$ cat src/rtl/rfft_pkg.sv
// Shared definitions for the 256-point radix-2 FFT core, its loader and its unload stage.
//   WIDTH / ADDR_W   : default sample word width and bank address width
//   NUM_BANKS/FFT_N  : result bank count and transform length
//   unload_state_e   : unload FSM state encoding
//   bitrev()         : bit reversal of a bank address
package rfft_pkg;

  localparam int unsigned WIDTH     = 32;
  localparam int unsigned ADDR_W    = 6;
  localparam int unsigned NUM_BANKS = 4;
  localparam int unsigned FFT_N     = 256;

  typedef enum logic [1:0] {
    ST_IDLE  = 2'd0,
    ST_FETCH = 2'd1,
    ST_SEND  = 2'd2,
    ST_FIN   = 2'd3
  } unload_state_e;

  // Reverse the bit order of a bank address.
  function automatic logic [ADDR_W-1:0] bitrev(input logic [ADDR_W-1:0] a);
    logic [ADDR_W-1:0] r;
    r = {<<{a}};
    return r;
  endfunction

endpackage

$ cat src/rtl/rfft_unload_if.sv
// Result stream from the FFT unload stage (valid/ready).
//   m_valid / m_ready : handshake
//   m_data            : result word
//   m_index           : {line, bank} of the word
//   m_last            : marks the final word of the transform
interface rfft_unload_if #(
  parameter int unsigned WIDTH  = rfft_pkg::WIDTH,
  parameter int unsigned ADDR_W = rfft_pkg::ADDR_W
);

  logic              m_valid;
  logic              m_ready;
  logic [WIDTH-1:0]  m_data;
  logic [ADDR_W+1:0] m_index;
  logic              m_last;

  modport master (output m_valid, m_data, m_index, m_last, input m_ready);
  modport slave  (input m_valid, m_data, m_index, m_last, output m_ready);

endinterface

$ cat src/rtl/rfft_unload.sv
// Drains the four FFT result banks after the core finishes and streams the words
// out line-major, bank 0..3 within a line. One fetch cycle per line.
//   Clk, Reset_n          : clock, synchronous active-low reset
//   start                 : begin unload (ignored unless idle)
//   rd_en, rd_addr        : shared read port to all four banks
//   rd_data0..rd_data3    : bank outputs, 1-cycle latency, held while rd_en=0
//   m                     : result stream (master side)
//   busy, unload_done     : status; unload_done pulses once after the last accept
module rfft_unload #(
  parameter int unsigned WIDTH  = rfft_pkg::WIDTH,
  parameter int unsigned ADDR_W = rfft_pkg::ADDR_W,
  parameter bit          BITREV = 1'b0
) (
  input  logic              Clk,
  input  logic              Reset_n,
  input  logic              start,
  output logic              rd_en,
  output logic [ADDR_W-1:0] rd_addr,
  input  logic [WIDTH-1:0]  rd_data0,
  input  logic [WIDTH-1:0]  rd_data1,
  input  logic [WIDTH-1:0]  rd_data2,
  input  logic [WIDTH-1:0]  rd_data3,
  rfft_unload_if.master     m,
  output logic              busy,
  output logic              unload_done
);

  localparam logic [ADDR_W-1:0] LINE_MAX = '1;
  localparam logic [1:0]        SEL_MAX  = 2'd3;

  rfft_pkg::unload_state_e state_q, state_d;
  logic [ADDR_W-1:0] line_q, line_d;
  logic [1:0]        sel_q, sel_d;
  logic [ADDR_W-1:0] fetch_addr_c;
  logic              accept_c;

  logic              rd_en_d, m_valid_d, m_last_d, busy_d, unload_done_d;
  logic [ADDR_W-1:0] rd_addr_d;
  logic [ADDR_W+1:0] m_index_d;

  assign accept_c = m.m_valid & m.m_ready;

  // Bit-reversed storage is read back in natural order by reversing the line address.
  assign fetch_addr_c = BITREV ? ADDR_W'(rfft_pkg::bitrev(rfft_pkg::ADDR_W'(line_d))) : line_d;

  // Next state, counters and next values of the registered outputs.
  always_comb begin
    state_d = state_q;
    line_d  = line_q;
    sel_d   = sel_q;
    case (state_q)
      rfft_pkg::ST_IDLE: begin
        if (start) begin
          state_d = rfft_pkg::ST_FETCH;
          line_d  = '0;
          sel_d   = '0;
        end
      end
      rfft_pkg::ST_FETCH: begin
        state_d = rfft_pkg::ST_SEND;
        sel_d   = '0;
      end
      rfft_pkg::ST_SEND: begin
        if (accept_c) begin
          if (sel_q != SEL_MAX) begin
            sel_d = sel_q + 2'd1;
          end else if (line_q != LINE_MAX) begin
            line_d  = line_q + ADDR_W'(1);
            state_d = rfft_pkg::ST_FETCH;
          end else begin
            state_d = rfft_pkg::ST_FIN;
          end
        end
      end
      rfft_pkg::ST_FIN: state_d = rfft_pkg::ST_IDLE;
      default:          state_d = rfft_pkg::ST_IDLE;
    endcase

    rd_en_d       = (state_d == rfft_pkg::ST_FETCH);
    // Address only moves on a fetch so the bank outputs stay put while sending.
    rd_addr_d     = rd_en_d ? fetch_addr_c : rd_addr;
    m_valid_d     = (state_d == rfft_pkg::ST_SEND);
    m_index_d     = {line_d, sel_d};
    m_last_d      = m_valid_d && (line_d == LINE_MAX) && (sel_d == SEL_MAX);
    busy_d        = (state_d == rfft_pkg::ST_FETCH) || (state_d == rfft_pkg::ST_SEND);
    unload_done_d = (state_d == rfft_pkg::ST_FIN);
  end

  // State and output registers.
  always_ff @(posedge Clk) begin
    if (!Reset_n) begin
      state_q     <= rfft_pkg::ST_IDLE;
      line_q      <= '0;
      sel_q       <= '0;
      rd_en       <= 1'b0;
      rd_addr     <= '0;
      m.m_valid   <= 1'b0;
      m.m_index   <= '0;
      m.m_last    <= 1'b0;
      busy        <= 1'b0;
      unload_done <= 1'b0;
    end else begin
      state_q     <= state_d;
      line_q      <= line_d;
      sel_q       <= sel_d;
      rd_en       <= rd_en_d;
      rd_addr     <= rd_addr_d;
      m.m_valid   <= m_valid_d;
      m.m_index   <= m_index_d;
      m.m_last    <= m_last_d;
      busy        <= busy_d;
      unload_done <= unload_done_d;
    end
  end

  // Bank output mux straight onto the stream; no line buffer.
  always_comb begin
    case (sel_q)
      2'd0:    m.m_data = rd_data0;
      2'd1:    m.m_data = rd_data1;
      2'd2:    m.m_data = rd_data2;
      default: m.m_data = rd_data3;
    endcase
  end

endmodule

$ cat src/flat_wrapper.sv
// flat-port wrapper written by rule: the top's interface ports become plain ports
module rfft_unload_flat 
#(
  parameter int unsigned WIDTH  = rfft_pkg::WIDTH,
  parameter int unsigned ADDR_W = rfft_pkg::ADDR_W,
  parameter bit          BITREV = 1'b0
)
  (Clk, Reset_n, start, rd_en, rd_addr, rd_data0, rd_data1, rd_data2, rd_data3, busy, unload_done, m_m_valid, m_m_data, m_m_index, m_m_last, m_m_ready);
  rfft_unload_if #(.WIDTH(WIDTH), .ADDR_W(ADDR_W)) m_i ();
  input  logic Clk;
  input  logic Reset_n;
  input  logic start;
  output logic rd_en;
  output logic [ADDR_W-1:0] rd_addr;
  input  logic [WIDTH-1:0] rd_data0;
  input  logic [WIDTH-1:0] rd_data1;
  input  logic [WIDTH-1:0] rd_data2;
  input  logic [WIDTH-1:0] rd_data3;
  output logic busy;
  output logic unload_done;
  output wire logic [$bits(m_i.m_valid)-1:0] m_m_valid;
  output wire logic [$bits(m_i.m_data)-1:0] m_m_data;
  output wire logic [$bits(m_i.m_index)-1:0] m_m_index;
  output wire logic [$bits(m_i.m_last)-1:0] m_m_last;
  input wire logic [$bits(m_i.m_ready)-1:0] m_m_ready;
  assign m_m_valid = m_i.m_valid;
  assign m_m_data = m_i.m_data;
  assign m_m_index = m_i.m_index;
  assign m_m_last = m_i.m_last;
  assign m_i.m_ready = m_m_ready;
  rfft_unload #(.WIDTH(WIDTH), .ADDR_W(ADDR_W), .BITREV(BITREV)) u_core (.Clk(Clk), .Reset_n(Reset_n), .start(start), .rd_en(rd_en), .rd_addr(rd_addr), .rd_data0(rd_data0), .rd_data1(rd_data1), .rd_data2(rd_data2), .rd_data3(rd_data3), .m(m_i), .busy(busy), .unload_done(unload_done));
endmodule
$ cat config.mk
export PLATFORM = sky130hd
export DESIGN_NAME = rfft_unload_flat
export DESIGN_NICKNAME = d
export VERILOG_FILES = /design/src/rtl/rfft_pkg.sv /design/src/rtl/rfft_unload_if.sv /design/src/rtl/rfft_unload.sv /design/src/flat_wrapper.sv
export SDC_FILE = /design/constraint.sdc
export NUM_CORES = 1
export LEC_CHECK = 0
export ABC_AREA = 0
export BUFFER_PORTS_ARGS = -buffer_cell sky130_fd_sc_hd__buf_4
export CORE_MARGIN = 1.5
export CORE_UTILIZATION = 36
export DETAILED_ROUTE_END_ITERATION = 8
export PLACE_DENSITY = 0.83
export SLEW_MARGIN = 20
export SYNTH_ARGS = -nofsm -noshare
export SYNTH_HDL_FRONTEND = slang
export SYNTH_SLANG_ARGS = --single-unit
$ cat constraint.sdc
create_clock -name Clk -period 2.65 [get_ports Clk]
set_input_delay 0.3975 -clock Clk [delete_from_list [all_inputs] [get_ports Clk]]
set_output_delay 0.3975 -clock Clk [all_outputs]
set_load 0.05 [all_outputs]
==> impl_metrics.tcl <==
set metrics [dict create \
    hold_depth 2 \
    ys_seq_area_share_pct 23.09 \
    rr_endpoint "u_core.rd_addr[3]" \
    drc_errors 0 \
    cts_setup_buffers 0 \
    place.port_buffers 182 \
    postRouteAntennaNets 0 \
    slew_headroom_pct 67.25 \
    synth_ff_type "dfxtp_1" \
    htree_levels 1 \
    power_frac_comb_pct 43.0 \
    hold_path.startpoint "Reset_n" \
    arrival_ns 2.44 \
    cp_max_fo 9 \
    rows 25 \
    crit_type "reg -> reg" \
    vias 2126 \
    postSynth.asyncResetShare_pct 0 \
    ios 183 \
    intPower_mw 0.6401 \
    ys_ff_latch 21 \
    grt_usage_pct 26.28 \
    postSynthAreaPerCell_um2 11.67 \
    cts_buffers 3 \
    switching_share_pct 32.35 \
    yosys-top-cells-area "mux4_2 (40%), dfxtp_1 (23%), and2_1 (3.1%), ha_1 (2.7%), mux2i_1 (2.7%)" \
    cts.clk_slew.worst_paths_ns 0.08 \
    die_h_um 74.11 \
    first_global_vias 2074 \
    crit_required_ns 2.85 \
    setup_tns_ns 0 \
    overflow 0 \
    wl_per_cell_um 18.96 \
    power_frac_seq_pct 35.2 \
    grt_setup_unrepaired "no" \
    area_growth_pct 80.28 \
    clock_path_buffers 2 \
    root_buffer "clkbuf_8" \
    yosysMostFrequentCell "mux4_2" \
    finalMaxSlewViolations 0 \
    nets 470 \
    worst_slew_pin_slew_ns 0.4862 \
    r2r_start "u_core.line_q[0]" \
    initial_utilization_pct 38.04 \
    drt-initial-drc-count 61 \
    synth_top_area_share_pct 39.59 \
    synth_cells 156 \
    die_w_um 74.11 \
    cts_tree "built" \
    antenna_cells 0 \
    hpwl_mm 6.487 \
    cts_resized 0 \
    clockPowerShare_pct 21.9 \
    layout_min_cycle_time_ns 2.240 \
    r2r_setup_slack_ns 0.41 \
    die_area_um2 5492 \
    synth_largest_area_cell "mux4_2" \
    via_per_inst 5.315 \
    grt_pass1_wl_mm 10.84 \
    clk_latency_ns 0.25 \
    hold_viol 0 \
    skew_ns 0.002936 \
    final_cell_area_um2 3282 \
    synth_edf_count 0 \
    worstHoldPathType "in -> reg" \
    ys_warn_count 0 \
    ys_types 35 \
    ir_drop_v 0.0004254 \
    synth_nets 292 \
    worst_r2r_path_depth 9 \
    worstSetupStartpointType "register" \
    max_clock_freq_ghz 0.4464 \
    antenna_found_initial 0 \
    cts.sinks 21 \
    setup_viol 0 \
    dr.pass1.iters 4 \
    fill_cells 404 \
    outcome "finished, final reports clean" \
    powerDensity_nw_per_um2 288.3 \
    gp_congestion 0.8948 \
    p_switching_mw 0.3060 \
    dpl_cell_area_um2 3237 \
    cts.hold.buffers_added 0 \
    drt-total-wl_mm 7.582 \
    synth_common_cells "mux4_2 (32), dfxtp_1 (21), and2_1 (9), nor2_1 (8)" \
    syn_area_um2 1820 \
    coreArea_um2 4786 \
    drv_cap 0 \
    leakagePower_nw 1.456 \
    grt_max_degree 37 \
    final_layout_size_suffix_gt1_share_pct 68.77 \
    endpoint_kind "register" \
    fin_crit_sh_pct 84.53 \
    min_to "u_core.m.m_valid" \
]
[critical path, stage by stage (launching register included)]
cell,delay (ns)
dfxtp_1,0.36
ha_1,0.26
and3_1,0.19
a31oi_1,0.26
nor2_1,0.08
a21oi_1,0.21
ha_1,0.38
nand2_1,0.15
o22ai_1,0.14
and2_1,0.14
[routing by layer]
metal  GRT usage, %  up-vias  routed length [um]
met5              0        -                   0
met4          7.819        0                 197
met3          15.31       18                1161
met2          43.06      123                3504
met1          28.83     1009                2718
li1               -      976                   -
[power groups by stage]
stage | clock network [mW] | registers (mW) | logic [mW]
3_5_place_dp | 0 | 0.340 | 0.407
3_3_place_gp | 0 | 0.339 | 0.402
6_report | 0.207 | 0.333 | 0.407
2_1_floorplan | 0 | 0.358 | 0.176
5_1_grt | 0.220 | 0.334 | 0.425
4_1_cts | 0.209 | 0.333 | 0.408
[placed cells by master, fill, tap and decap left out, types with 3 or more instances in the layout]
| cell | instances |
|---|---|
| buf_4 | 185 |
| mux4_2 | 32 |
| dfxtp_1 | 19 |
| and2_1 | 9 |
| nor2_1 | 8 |
| inv_1 | 7 |
| nor2b_1 | 7 |
| nand2_1 | 6 |
| a31oi_1 | 5 |
| nand2b_1 | 5 |
| mux2i_1 | 5 |
| nand3_1 | 5 |
| a21oi_1 | 4 |
| ha_1 | 4 |
| o21ai_0 | 3 |
| nand4b_1 | 3 |
| o22ai_1 | 3 |
| clkbuf_8 | 3 |
[how the worst max path moves through the flow]
stage / from / to / slack (ns) / cells past startpoint
floorplan: u_core.sel_q[0] / m_m_data[0] / 0.32 / 3
global placement: u_core.line_q[0] / u_core.rd_addr[1] / 0.52 / 9
detailed placement: u_core.line_q[0] / u_core.rd_addr[3] / 0.45 / 9
CTS: u_core.line_q[0] / u_core.rd_addr[3] / 0.42 / 9
global route: u_core.line_q[0] / u_core.rd_addr[1] / 0.19 / 9
finish: u_core.line_q[0] / u_core.rd_addr[3] / 0.41 / 9
[final cells by class]
| type | count | area [um2] | area share, % |
|---|---|---|---|
| inverters | 7 | 26.28 | 0.8006 |
| flip-flops and latches | 21 | 422.9 | 12.89 |
| multi-input cells | 116 | 1315 | 40.07 |
| well taps | 67 | 83.83 | 2.554 |
| clock buffers | 4 | 45.04 | 1.372 |
| repair buffers | 185 | 1389 | 42.32 |
[sequential cells by signal, summed over array words and instances, names as in the netlist]
register and count:
u_core.line_q 6, u_core.busy 1, u_core.m.m_index 1, u_core.state_q 2
u_core.m.m_valid 1, u_core.rd_en 1, u_core.unload_done 1, u_core.rd_addr 6
u_core.m.m_last 1, u_core.sel_q 1
[stage by stage]
step                total power [mW]  std cells  hold WS (ns)  setup WS [ns]  util, %
floorplan                     0.5331        156        0.5257         0.3211        -
global placement              0.7414        396        0.5056         0.5245    67.63
detailed placement            0.7469        396        0.5171         0.4483    67.63
CTS                           0.9501        400        0.4851         0.4240    68.58
global route                  0.9797        400        0.4983         0.1942    68.58
finish                        0.9461        400        0.4828         0.4099    68.58
[kinds of logic after synthesis]
logic type                 Yosys count  synth area share, %
AOI/OAI and AO/OA                   22                8.660
DFF                                 21                23.09
adders and majority gates            4                2.749
buffers and inverters               19                4.673
and+or+nand+nor                     52                17.87
muxes                               38                42.96
Power figures use the tool's default switching activity.
